$ cat config.mk
export PLATFORM = sky130hd
export DESIGN_NAME = deserializer_fsm
export DESIGN_NICKNAME = d
export VERILOG_FILES = /design/src/rtl/serial_link_pkg.sv /design/src/rtl/deserializer_fsm.sv
export SDC_FILE = /design/constraint.sdc
export NUM_CORES = 1
export LEC_CHECK = 0
export CAP_MARGIN = 20
export CORE_MARGIN = 2
export CORE_UTILIZATION = 53
export DETAILED_ROUTE_END_ITERATION = 10
export PLACE_DENSITY_LB_ADDON = 0.05
export SLEW_MARGIN = 5
export SYNTH_ARGS = -nofsm -noshare
export SYNTH_HDL_FRONTEND = slang
export SYNTH_SLANG_ARGS = --single-unit
export TNS_END_PERCENT = 100
$ cat constraint.sdc
create_clock -name i_clk -period 2.12 [get_ports i_clk]
set_input_delay 0.424 -clock i_clk [delete_from_list [all_inputs] [get_ports i_clk]]
set_output_delay 0.424 -clock i_clk [all_outputs]
set_load 0.1 [all_outputs]
$ cat src/rtl/serial_link_pkg.sv
// ============================================================================
// Module      : serial_link_pkg
// Description : Shared state encodings for the serializer/deserializer pair.
// Revision    : 1.0 - initial release
// ============================================================================
`default_nettype none

package serial_link_pkg;

    typedef logic [1:0] link_state_t;

    // 2'b11 is unused; both link FSMs treat it as illegal and recover to idle
    localparam link_state_t S_IDLE  = 2'b00;
    localparam link_state_t S_SHIFT = 2'b01;
    localparam link_state_t S_OUT   = 2'b10;

endpackage : serial_link_pkg

`default_nettype wire

$ cat src/rtl/deserializer_fsm.sv
// ============================================================================
// Module      : deserializer_fsm
// Description : LSB-first serial-to-parallel converter with valid/ready
//               handshakes on both sides and a clock enable.
// Revision    : 1.0 - initial release
// ============================================================================
`default_nettype none

module deserializer_fsm
    import serial_link_pkg::*;
#(
    parameter int LENGTH = 24
) (
    input  logic              i_clk,
    input  logic              i_rst,
    input  logic              i_en,
    input  logic              i_din,
    input  logic              i_din_valid,
    output logic              o_ready,
    output logic [LENGTH-1:0] ov_dout,
    output logic              o_dout_valid,
    input  logic              i_ready
);

    localparam int CNT_BITS = $clog2(LENGTH + 1);

    link_state_t         r_state;
    link_state_t         w_state_nxt;
    logic [CNT_BITS-1:0] r_cnt;
    logic [LENGTH-1:0]   r_shift;
    logic [LENGTH-1:0]   r_dout;
    logic [LENGTH-1:0]   w_shifted;
    logic                w_last;

    assign w_shifted = {i_din, r_shift[LENGTH-1:1]};
    assign w_last    = (r_cnt == CNT_BITS'(LENGTH - 1));

    always_ff @(posedge i_clk) begin
        if (i_rst) begin
            r_state <= S_IDLE;
        end else if (i_en) begin
            r_state <= w_state_nxt;
        end
    end

    always_comb begin
        w_state_nxt = r_state;
        case (r_state)
            S_IDLE:  w_state_nxt = S_SHIFT;
            S_SHIFT: if (i_din_valid && w_last) w_state_nxt = S_OUT;
            S_OUT:   if (i_ready) w_state_nxt = S_SHIFT;
            default: w_state_nxt = S_IDLE;
        endcase
    end

    // The output word is captured from the shift path on the final transfer,
    // so it is valid in the same cycle the FSM first shows S_OUT.
    always_ff @(posedge i_clk) begin
        if (i_rst) begin
            r_cnt   <= '0;
            r_shift <= '0;
            r_dout  <= '0;
        end else if (i_en) begin
            case (r_state)
                S_IDLE: begin
                    r_cnt   <= '0;
                    r_shift <= '0;
                end
                S_SHIFT: begin
                    if (i_din_valid) begin
                        r_shift <= w_shifted;
                        if (w_last) begin
                            r_cnt  <= '0;
                            r_dout <= w_shifted;
                        end else begin
                            r_cnt <= r_cnt + 1'b1;
                        end
                    end
                end
                default: ;
            endcase
        end
    end

    assign o_ready      = i_en && (r_state == S_SHIFT);
    assign o_dout_valid = (r_state == S_OUT);
    assign ov_dout      = r_dout;

endmodule : deserializer_fsm

`default_nettype wire

==> reports/metrics.cfg, run 1 <==
[cells_and_area]
n_antenna_cell=0
post_route_cells_drive_above_1_share_pct=16.49
top_library_cells_by_usage_in_the_layout_fill_and_taps_aside=sky130_fd_sc_hd__dfxtp_1, sky130_fd_sc_hd__nand2b_1, sky130_fd_sc_hd__buf_4, sky130_fd_sc_hd__a21oi_1
layout_commonest_cell=sky130_fd_sc_hd__dfxtp_1
finish.net_count=292
syn2layout_area_growth_pct=18.15

[logic_synthesis]
post_synth.cell_area_avg_um2=8.974
seq_area_frac_synth_pct=47.24
post-synth-top-area-cell=sky130_fd_sc_hd__dfxtp_1
ys_dominant_reg_cell=sky130_fd_sc_hd__dfxtp_1
syn_nets=262
synth.cell_area_um2=2288
post_synth_num_cell_types=29
synth.top_cell.area_share_pct=47.24
asyncSetResetFlopFracSynth_pct=0
synth_area_leaders=sky130_fd_sc_hd__dfxtp_1, sky130_fd_sc_hd__nand2b_1, sky130_fd_sc_hd__mux2i_1
ys_seq_elements=54
synth_cells=255
synth_enable_flop_cells=0
synth.yosys.warnings=0

[global_route]
grt_pass1_wl_mm=7.176
first_global_vias=1594
grt_antenna_before_repair=0
grt_max_degree=45
grt-ovfl-total=0
grt_usage_pct=17.80

[sta]
final_min_period_over_clock_period_pct=91.95
timing.clock.skew_ns=0.004876
max_clock_freq_ghz=0.5130
finalHoldViolCount=0
worst_slew_pin_slew_ns=0.4678
finalSetupTns_ns=0
final.min_clock_period_ns=1.949
timing.final.setup_violations=0
drv_slew=0
setup_repair_after_global_routing_missed_its_margin=false
max-slew-margin-rel_pct=68.81
layout_setup_ws_ns=0.1706

[critical_path]
critical_path.max_fanout=7
worstPathArrival_ns=1.53
worstSetupPathType=primary input to output port
timing.critical_path.required_ns=1.70
endpoint_kind=output port
startpoint_type=primary input

[status]
status=completed

[placed_design]
post-place-ws_ns=0.1011
hpwl_dp_mm=2.718
gpl.final_weighted_congestion=0.8143
io_buffer_count=31

[clock_network]
cts_hold_buf=0
clk-insertion-delay-late_ns=0.30
cts.clk_slew.worst_paths_ns=0.09
post_cts_resize_count=0
cts_max_level=2
cts_root_buffer=sky130_fd_sc_hd__clkbuf_8
cts_buffers=5
post_cts_buffers=0
cts_tree=built
max-clock-path-buffers=2
clock_sink_count=54

[drt]
firstDrtPassIters=4
via_per_inst=5.254
first_iter_violations=116
route.detailed.wl_per_inst_um=12.04
totalWireLength_mm=4.035
post_route_drc=0
route.vias.total=1760
drt.antenna.violating_nets=0

[power]
p_leak_nw=0.9088
p_per_area_nw_per_um2=618.7
max-vdd-ir-drop_mv=0.4991

[job]
max-cap-violations=0

[floorplanning]
design.die.area_um2=4859
rows=23
initial_core_util_pct=56.00
die_x_um=69.71
design.portCount=32
die_y_um=69.71
design.core.area_um2=4086

[worst_hold_path]
holdCritPathClass=register to register

==> metal layers <==
layer  GRT usage (%)  share of wire [%]
met4           5.769               0.77
met1           24.39                 51
met3           3.924                2.4
met2           27.99                 45
met5               0                  0
==> area by class of cell <==
cell class	count	area (µm²)
clock buffers	6	72.57
clock inverters	1	7.507
fillers	361	1383
inverters	4	15.01
multi-input cells	178	1105
flip-flops and latches	54	1081
well taps	50	62.56
repair buffers	42	360.3
==> report_power, final <==
| group | total (mW) | leakage, nW | internal (mW) | switching (mW) |
|---|---|---|---|---|
| sequential | 1.02 | 0.435 | 1.02 | 0.00426 |
| combinational | 0.108 | 0.436 | 0.0474 | 0.0606 |
| clock | 0.544 | 0.0373 | 0.227 | 0.317 |
==> state kept, by name (all words and copies together), names as in the netlist <==
name     cells
ov_dout     24
r_cnt        5
r_shift     23
r_state      2
==> worst max-delay path, cell delays in order <==
cell                              delay [ns]
sky130_fd_sc_hd__clkdlybuf4s50_1        0.53
sky130_fd_sc_hd__nand2b_1               0.19
sky130_fd_sc_hd__nor2_2                 0.19
sky130_fd_sc_hd__buf_12                 0.19
==> cell families (layout without fill, tap and decap cells) <==
kind of cell | after synthesis | count (layout) | share of synthesized area, %
compound gates | 62 | 62 | 14.54
flops | 54 | 54 | 47.24
mux | 24 | 24 | 10.50
fa+ha+maj | 1 | 1 | 0.5467
simple gates | 91 | 91 | 22.58
buf+inv | 23 | 53 | 4.592
==> final timing paths <==
| kind | from | to | slack, ns | depth (start not counted) |
|---|---|---|---|---|
| worst max-delay path | i_en | o_ready | 0.17 | 4 |
| worst min-delay path | r_shift[7]$_SDFFE_PP0P_ | r_shift[6]$_SDFFE_PP0P_ | 0.47 | 2 |
| worst max register to register | r_cnt[0]$_SDFFE_PP0P_ | ov_dout[15]$_SDFFE_PP0P_ | 0.48 | 5 |
| worst min register to register | r_shift[7]$_SDFFE_PP0P_ | r_shift[6]$_SDFFE_PP0P_ | 0.47 | 2 |
==> Yosys cell counts, types with 2 or more instances <==
master / count
sky130_fd_sc_hd__a21oi_1: 28
sky130_fd_sc_hd__buf_2: 3
sky130_fd_sc_hd__buf_6: 2
sky130_fd_sc_hd__clkbuf_1: 14
sky130_fd_sc_hd__dfxtp_1: 54
sky130_fd_sc_hd__inv_1: 3
sky130_fd_sc_hd__mux2i_1: 24
sky130_fd_sc_hd__nand2_1: 26
sky130_fd_sc_hd__nand2b_1: 49
sky130_fd_sc_hd__nand3_1: 3
sky130_fd_sc_hd__nor2_1: 2
sky130_fd_sc_hd__nor2b_1: 3
sky130_fd_sc_hd__o211ai_1: 2
sky130_fd_sc_hd__o21ai_0: 26
sky130_fd_sc_hd__or4_1: 2
==> through the flow <==
stage | power [mW] | cell area [µm²] | util [%] | cells | hold slack (ns)
final | 1.673 | 2704 | 66.17 | 335 | 0.4744
after global routing | 1.747 | 2704 | 66.17 | 335 | 0.4984
after CTS | 1.692 | 2704 | 66.17 | 335 | 0.4795
after detailed placement | 1.152 | 2624 | 64.21 | 328 | 0.4632
after global placement | 1.153 | 2624 | 64.21 | 328 | 0.4585
after floorplan | 1.111 | 2291 | - | 255 | 0.4458
(Power assumes the default switching activity.)
==> inputs of run 2 (changes only) <==
--- a/config.mk
+++ b/config.mk
@@ -6,5 +6,5 @@
 export NUM_CORES = 1
 export LEC_CHECK = 0
-export CAP_MARGIN = 20
+export CAP_MARGIN = 0
 export CORE_MARGIN = 2
 export CORE_UTILIZATION = 53
==> constraint.sdc (replaced) <==
create_clock -name i_clk -period 2.12 [get_ports i_clk]
set_input_delay 0.53 -clock i_clk [delete_from_list [all_inputs] [get_ports i_clk]]
set_output_delay 0.53 -clock i_clk [all_outputs]
set_load 0.1 [all_outputs]
==> run 2 against run 1 <==
  * Non-clock buffer count grew 3
  * Via count grew 1.3%
  * Sequential power is essentially flat
  * Final area grew 1.9%
  * Clock-buffer cell count is the same
  * Utilization grew 1.3 points
  * Flip-flop and latch count is the same
  * Critical path depth shrank 1
  * First-iteration DRC count is the same
  * Critical path type is now register to output port
==> reports/metrics.cfg, run 2 (same netlist as run 1, synthesis figures left out) <==
[status]
status=completed  ; unchanged

[global_route]
grt-ovfl-total=0  ; unchanged
grt_pass1_wl_mm=7.383  ; was 7.176 mm
grt_usage_pct=18.67  ; was 17.80%
first_global_vias=1625  ; was 1594
grt_max_degree=33  ; was 45
grt_antenna_before_repair=0  ; unchanged

[drt]
route.detailed.wl_per_inst_um=12.73  ; was 12.04 µm
route.vias.total=1783  ; was 1760
top_layer_used=met4  ; unchanged
routedLengthMet1_mm=2.033  ; was 2.074 mm
routed_length_on_met2_mm=2.046  ; was 1.831 mm
firstDrtPassIters=4  ; unchanged
post_route_drc=0  ; unchanged
first_iter_violations=116  ; unchanged
drt.antenna.violating_nets=0  ; unchanged
totalWireLength_mm=4.317  ; was 4.035 mm
routed-wl-met3_um=157  ; was 97 µm
via_per_inst=5.260  ; was 5.254

[sta]
timing.final.setup_violations=0  ; unchanged
final.min_clock_period_ns=1.775  ; was 1.949 ns
drv_slew=0  ; unchanged
setup_repair_after_global_routing_missed_its_margin=false  ; unchanged
finalSetupTns_ns=0  ; unchanged
max-slew-margin-rel_pct=68.01  ; was 68.81%
finalHoldViolCount=0  ; unchanged
layout_setup_ws_ns=0.3449  ; was 0.1706 ns
final_min_period_over_clock_period_pct=83.73  ; was 91.95%
worst_slew_pin_slew_ns=0.4798  ; was 0.4678 ns
max_clock_freq_ghz=0.5633  ; was 0.5130 GHz
timing.clock.skew_ns=0.009438  ; was 0.004876 ns

[critical_path]
critical_path.max_fanout=9  ; was 7
startpoint_type=register  ; was primary input
worstPathArrival_ns=1.25  ; was 1.53 ns
timing.critical_path.required_ns=1.59  ; was 1.70 ns
worstPathBufferInverterCount=2  ; unchanged
worstSetupPathType=register to output port  ; was primary input to output port
cells_traversed_along_the_worst_timing_path=inv_2, nor2_4, buf_12  ; was clkdlybuf4s50_1, nand2b_1, nor2_2, buf_12
endpoint_kind=output port  ; unchanged
crit_path_top_delay_cell=sky130_fd_sc_hd__dfxtp_1  ; was sky130_fd_sc_hd__clkdlybuf4s50_1
critical_path.top_delay_family=flip-flops  ; was buffers and inverters
cp_slowest_stage_delay_ns=0.50  ; was 0.53 ns

[job]
max-cap-violations=0  ; unchanged

[cells_and_area]
layout.cell_area.non_filler_um2=2755  ; was 2704 µm²
largest_reg_flops=24  ; unchanged
layout_commonest_cell=sky130_fd_sc_hd__dfxtp_1  ; unchanged
syn2layout_area_growth_pct=20.39  ; was 18.15%
finalNonFillerCells=339  ; was 335
ff_latch_area_um2=1081  ; unchanged
post_route_cells_drive_above_1_share_pct=17.99  ; was 16.49%
n_antenna_cell=0  ; unchanged
final.fill_count=361  ; unchanged
top_library_cells_by_usage_in_the_layout_fill_and_taps_aside=sky130_fd_sc_hd__dfxtp_1, sky130_fd_sc_hd__nand2b_1, sky130_fd_sc_hd__buf_4, sky130_fd_sc_hd__a21oi_1  ; unchanged
multiInputGateArea_um2=1112  ; was 1105 µm²
finish.net_count=295  ; was 292

[clock_network]
cts_tree=built  ; unchanged
cts_root_buffer=sky130_fd_sc_hd__clkbuf_8  ; unchanged
clk-insertion-delay-late_ns=0.31  ; was 0.30 ns
cts_max_level=2  ; unchanged
cts_hold_buf=0  ; unchanged
post_cts_buffers=0  ; unchanged
post_cts_resize_count=0  ; unchanged
max-clock-path-buffers=2  ; unchanged
cts.clk_slew.worst_paths_ns=0.10  ; was 0.09 ns
clock_sink_count=54  ; unchanged
cts_buffers=5  ; unchanged

[floorplanning]
rows=23  ; unchanged
initial_core_util_pct=56.00  ; unchanged
design.portCount=32  ; unchanged
die_x_um=69.71  ; unchanged
design.die.area_um2=4859  ; unchanged
design.core.area_um2=4086  ; unchanged
die_y_um=69.71  ; unchanged

[placed_design]
place_area_um2=2666  ; was 2624 µm²
gpl.final_weighted_congestion=0.8045  ; was 0.8143
io_buffer_count=31  ; unchanged
post-place-ws_ns=-0.06227  ; was 0.1011 ns
place.detailed.instances=331  ; was 328
hpwl_dp_mm=2.823  ; was 2.718 mm

[worst_hold_path]
holdCritPathClass=register to register  ; unchanged

[power]
p_per_area_nw_per_um2=617.2  ; was 618.7 nW/µm²
p_leak_nw=0.9413  ; was 0.9088 nW
max-vdd-ir-drop_mv=0.3600  ; was 0.4991 mV

[run 2: changes by cell type in the layout (fill, tap and decap cells not counted)]
cell	change
sky130_fd_sc_hd__buf_4	+2
sky130_fd_sc_hd__buf_12	+1
sky130_fd_sc_hd__clkdlybuf4s50_1	-1
sky130_fd_sc_hd__clkinv_2	+1
sky130_fd_sc_hd__clkinv_4	+1
sky130_fd_sc_hd__clkinvlp_4	-1
sky130_fd_sc_hd__dlymetal6s2s_1	+1
sky130_fd_sc_hd__nor2_1	-1
sky130_fd_sc_hd__nor2_4	+1
[run 2: worst paths after layout]
kind,cells past startpoint,slack (ns),start,to
hold reg to reg,2,0.47,r_shift[14]$_SDFFE_PP0P_,r_shift[13]$_SDFFE_PP0P_
setup / recovery,3,0.34,r_state[0]$_SDFFE_PP0P_,o_ready
setup reg to reg,5,0.47,r_cnt[0]$_SDFFE_PP0P_,ov_dout[9]$_SDFFE_PP0P_
hold / removal,2,0.47,r_shift[14]$_SDFFE_PP0P_,r_shift[13]$_SDFFE_PP0P_
[run 2: cell type report]
class                   count  share of cell area, %
clock buffers               6                  2.634
flip-flops and latches     54                  39.24
repair buffers             45                  14.44
well taps                  50                  2.271
inverters                   4                 0.5450
multi-input cells         178                  40.37
clock inverters             2                 0.4995
[run 2: per-stage QoR]
step                utilization [%]  power, mW  hold slack [ns]
global placement              65.25      1.155           0.4586
CTS                           67.36      1.715           0.4723
detailed placement            65.25      1.156           0.4580
global route                  67.42      1.768           0.5008
floorplan                         -      1.112           0.4458
finish                        67.42      1.701           0.4699
[run 2: power by group]
group	total, mW	internal (mW)	switching [mW]
clock	0.569	0.234	0.335
sequential	1.02	1.02	0.00451
combinational	0.111	0.0479	0.0633
[run 2: per-layer routing]
layer	vias to the layer above	GRT usage, %
li1	927	-
met1	824	23.59
met2	26	31.20
met3	6	3.198
met4	0	8.333
met5	-	0
[run 2: tightest hold or removal path: stages (launching register included)]
cell and delay [ns]:
sky130_fd_sc_hd__dfxtp_1 0.33, sky130_fd_sc_hd__nand2_1 0.06, sky130_fd_sc_hd__a21oi_1 0.05
==> inputs of run 3 (changes only) <==
clock period = 1.7 ns   (was 2.12 ns; I/O delays follow)
==> run 3 against run 2 <==
  * Worst hold slack got worse by 0.0046 ns
  * Clock power rose by 15%
  * Critical path depth rose by 2
  * Flip-flop and latch count did not move
  * Final area rose by 12%
  * Cell count rose by 0.29%
  * Setup slack got worse by 0.26 ns
  * Via count rose by 3.3%
  * Utilization rose by 8.0 points
  * Die area did not move
  * Critical path type is now primary input to register
  * Largest cell class unchanged
==> reports/metrics.cfg, run 3 (same netlist as run 1, synthesis figures left out) <==
[global_route]
grt.met1_usage_pct=23.77  ; was 23.59%
grt.busiest_layer=met2  ; unchanged
grt-ovfl-total=0  ; unchanged
global_routing_met2_resource_utilization_pct=32.91  ; was 31.20%
grt_usage_pct=19.60  ; was 18.67%
grt_max_degree=36  ; was 33
grt_util_met3_pct=5.233  ; was 3.198%
grt_pass1_wl_mm=7.879  ; was 7.383 mm
first_global_vias=1854  ; was 1625
grt_antenna_before_repair=0  ; unchanged

[clock_network]
cts_max_level=2  ; unchanged
cts_tree=built  ; unchanged
max-clock-path-buffers=2  ; unchanged
clock_sink_count=54  ; unchanged
cts.clk_slew.worst_paths_ns=0.09  ; was 0.10 ns
clk-insertion-delay-late_ns=0.29  ; was 0.31 ns
cts_root_buffer=sky130_fd_sc_hd__clkbuf_8  ; unchanged
cts_buffers=5  ; unchanged
cts_hold_buf=0  ; unchanged

[critical_path]
rr_startpoint=r_cnt[0]$_SDFFE_PP0P_  ; unchanged
cells_traversed_along_the_worst_timing_path=clkdlybuf4s50_1, nand4_1, nor4_4, buf_12, mux2i_1  ; was inv_2, nor2_4, buf_12
timing.critical_path.required_ns=1.91  ; was 1.59 ns
cp_slowest_stage_delay_ns=0.48  ; was 0.50 ns
crit_path_top_delay_cell=sky130_fd_sc_hd__clkdlybuf4s50_1  ; was sky130_fd_sc_hd__dfxtp_1
worstPathArrival_ns=1.83  ; was 1.25 ns
startpoint_type=primary input  ; was register
endpoint_kind=register  ; was output port
ff2ff_path_depth=5  ; unchanged
worstPathBufferInverterCount=2  ; unchanged
crit_start=i_din_valid  ; was r_state[0]$_SDFFE_PP0P_
worstSetupPathType=primary input to register  ; was register to output port
cp.depth=5  ; was 3
critical_path.max_fanout=24  ; was 9
setup.worst_path.end=ov_dout[4]$_SDFFE_PP0P_  ; was o_ready
r2r-end=ov_dout[4]$_SDFFE_PP0P_  ; was ov_dout[9]$_SDFFE_PP0P_
critical_path.top_delay_family=buffers and inverters  ; was flip-flops
r2r_setup_slack_ns=0.10  ; was 0.47 ns

[placed_design]
io_buffer_count=31  ; unchanged
gpl.final_weighted_congestion=0.8416  ; was 0.8045
hpwl_dp_mm=3.032  ; was 2.823 mm
place_area_um2=2989  ; was 2666 µm²
place.detailed.instances=333  ; was 331

[sta]
timing.final.setup_violations=0  ; unchanged
final_min_period_over_clock_period_pct=95.29
max_clock_freq_ghz=0.6173
timing.clock.skew_ns=0.005499  ; was 0.009438 ns
finalHoldViolCount=0  ; unchanged
setup_repair_after_global_routing_missed_its_margin=false  ; unchanged
max-slew-margin-rel_pct=77.79  ; was 68.01%
worst_slew_pin_slew_ns=0.3331  ; was 0.4798 ns
final.min_clock_period_ns=1.620
finalSetupTns_ns=0  ; unchanged
drv_slew=0  ; unchanged

[worst_hold_path]
holdCritPathClass=register to register  ; unchanged

[cells_and_area]
finish.net_count=297  ; was 295
largest_reg_flops=24  ; unchanged
post_route_cells_drive_above_1_share_pct=19.31  ; was 17.99%
finalNonFillerCells=340  ; was 339
layout_commonest_cell=sky130_fd_sc_hd__dfxtp_1  ; unchanged
syn2layout_area_growth_pct=34.61  ; was 20.39%
final.fill_count=267  ; was 361
layout.cell_area.non_filler_um2=3080  ; was 2755 µm²
n_antenna_cell=0  ; unchanged
top_library_cells_by_usage_in_the_layout_fill_and_taps_aside=sky130_fd_sc_hd__dfxtp_1, sky130_fd_sc_hd__nand2b_1, sky130_fd_sc_hd__buf_12, sky130_fd_sc_hd__a21oi_1  ; was sky130_fd_sc_hd__dfxtp_1, sky130_fd_sc_hd__nand2b_1, sky130_fd_sc_hd__buf_4, sky130_fd_sc_hd__a21oi_1
final_core_util_pct=75.38  ; was 67.42%

[power]
design_power_total_mw=2.073  ; was 1.701 mW
share_seq_of_total_power_pct=61.4  ; was 60.0%
p_int_mw=1.611  ; was 1.298 mW
p_leak_nw=1.011  ; was 0.9413 nW
p_per_area_nw_per_um2=673.1  ; was 617.2 nW/µm²
max-vdd-ir-drop_mv=0.5152  ; was 0.3600 mV
netSwitchingPower_uw=462.5  ; was 402.5 µW
comb_power_share_pct=7.0  ; was 6.5%
clkPwrFrac_pct=31.6  ; was 33.4%
power_switching_share_pct=22.31  ; was 23.67%

[floorplanning]
initial_core_util_pct=56.00  ; unchanged
die_x_um=69.71  ; unchanged
rows=23  ; unchanged
design.core.area_um2=4086  ; unchanged
design.die.area_um2=4859  ; unchanged
design.portCount=32  ; unchanged
die_y_um=69.71  ; unchanged

[drt]
first_iter_violations=129  ; was 116
route.detailed.wl_per_inst_um=12.91  ; was 12.73 µm
post_route_drc=0  ; unchanged
totalWireLength_mm=4.390  ; was 4.317 mm
route.vias.total=1841  ; was 1783
drt.antenna.violating_nets=0  ; unchanged
firstDrtPassIters=4  ; unchanged
via_per_inst=5.415  ; was 5.260

[status]
status=completed  ; unchanged

[job]
max-cap-violations=0  ; unchanged

run 3: cell types whose count changed in the layout (fill, tap and decap cells not counted), sizes merged:
cell          change
buf               +2
clkbuf            -1
dlygate4sd2       +1
dlymetal6s2s      -1
run 3: final cells by class:
| class | instances | area [µm²] | share of cell area [%] |
|---|---|---|---|
| sequential | 54 | 1082 | 35.13 |
| multi-input combinational | 178 | 1120 | 36.35 |
| inverter | 4 | 15.01 | 0.4874 |
| tap | 50 | 62.56 | 2.031 |
| clock inverter | 2 | 10.01 | 0.3249 |
| clock buffer | 5 | 68.82 | 2.234 |
| timing repair buffer | 47 | 721.9 | 23.44 |
run 3: worst min-delay path, stage by stage, from the launching register on:
cell and delay (ns):
sky130_fd_sc_hd__dfxtp_1 0.32, sky130_fd_sc_hd__nand2_1 0.05, sky130_fd_sc_hd__a21oi_1 0.05
run 3: routing by layer:
layer	vias up	part of all wire [%]
met1	856	46
met2	44	49
met5	-	0
li1	931	-
met4	0	2.1
met3	10	3.5
run 3: how the worst min path moves through the flow:
stage / start / to / slack [ns] / depth (start not counted)
2_1_floorplan: r_cnt[4]$_SDFFE_PP0P_ / r_cnt[4]$_SDFFE_PP0P_ / 0.45 / 2
6_report: r_shift[23]$_SDFFE_PP0P_ / r_shift[22]$_SDFFE_PP0P_ / 0.47 / 2
3_5_place_dp: r_shift[20]$_SDFFE_PP0P_ / r_shift[19]$_SDFFE_PP0P_ / 0.46 / 2
5_1_grt: r_shift[20]$_SDFFE_PP0P_ / r_shift[19]$_SDFFE_PP0P_ / 0.50 / 2
4_1_cts: r_shift[23]$_SDFFE_PP0P_ / r_shift[22]$_SDFFE_PP0P_ / 0.47 / 2
3_3_place_gp: r_shift[12]$_SDFFE_PP0P_ / r_shift[11]$_SDFFE_PP0P_ / 0.46 / 2
run 3: what timing repair did:
action | CTS | global route
setup endpoints to repair | 3 | 1
gates cloned | 0 | 0
gates resized for setup | 4 | 1
buffers inserted | 0 | 0
run 3: power by group through the flow:
| stage | clock network [mW] | registers (mW) | logic, mW |
|---|---|---|---|
| finish | 0.655 | 1.27 | 0.145 |
| global route | 0.741 | 1.27 | 0.158 |
| CTS | 0.685 | 1.27 | 0.145 |
| detailed placement | 0 | 1.30 | 0.143 |
| global placement | 0 | 1.30 | 0.142 |
| floorplan | 0 | 1.30 | 0.0847 |
run 3: through the flow:
step	setup WS (ns)	hold slack [ns]
CTS	0.04626	0.4655
detailed placement	-0.3175	0.4586
global route	0.01419	0.4987
finish	0.08011	0.4653
floorplan	-0.2858	0.4458
global placement	-0.2839	0.4569
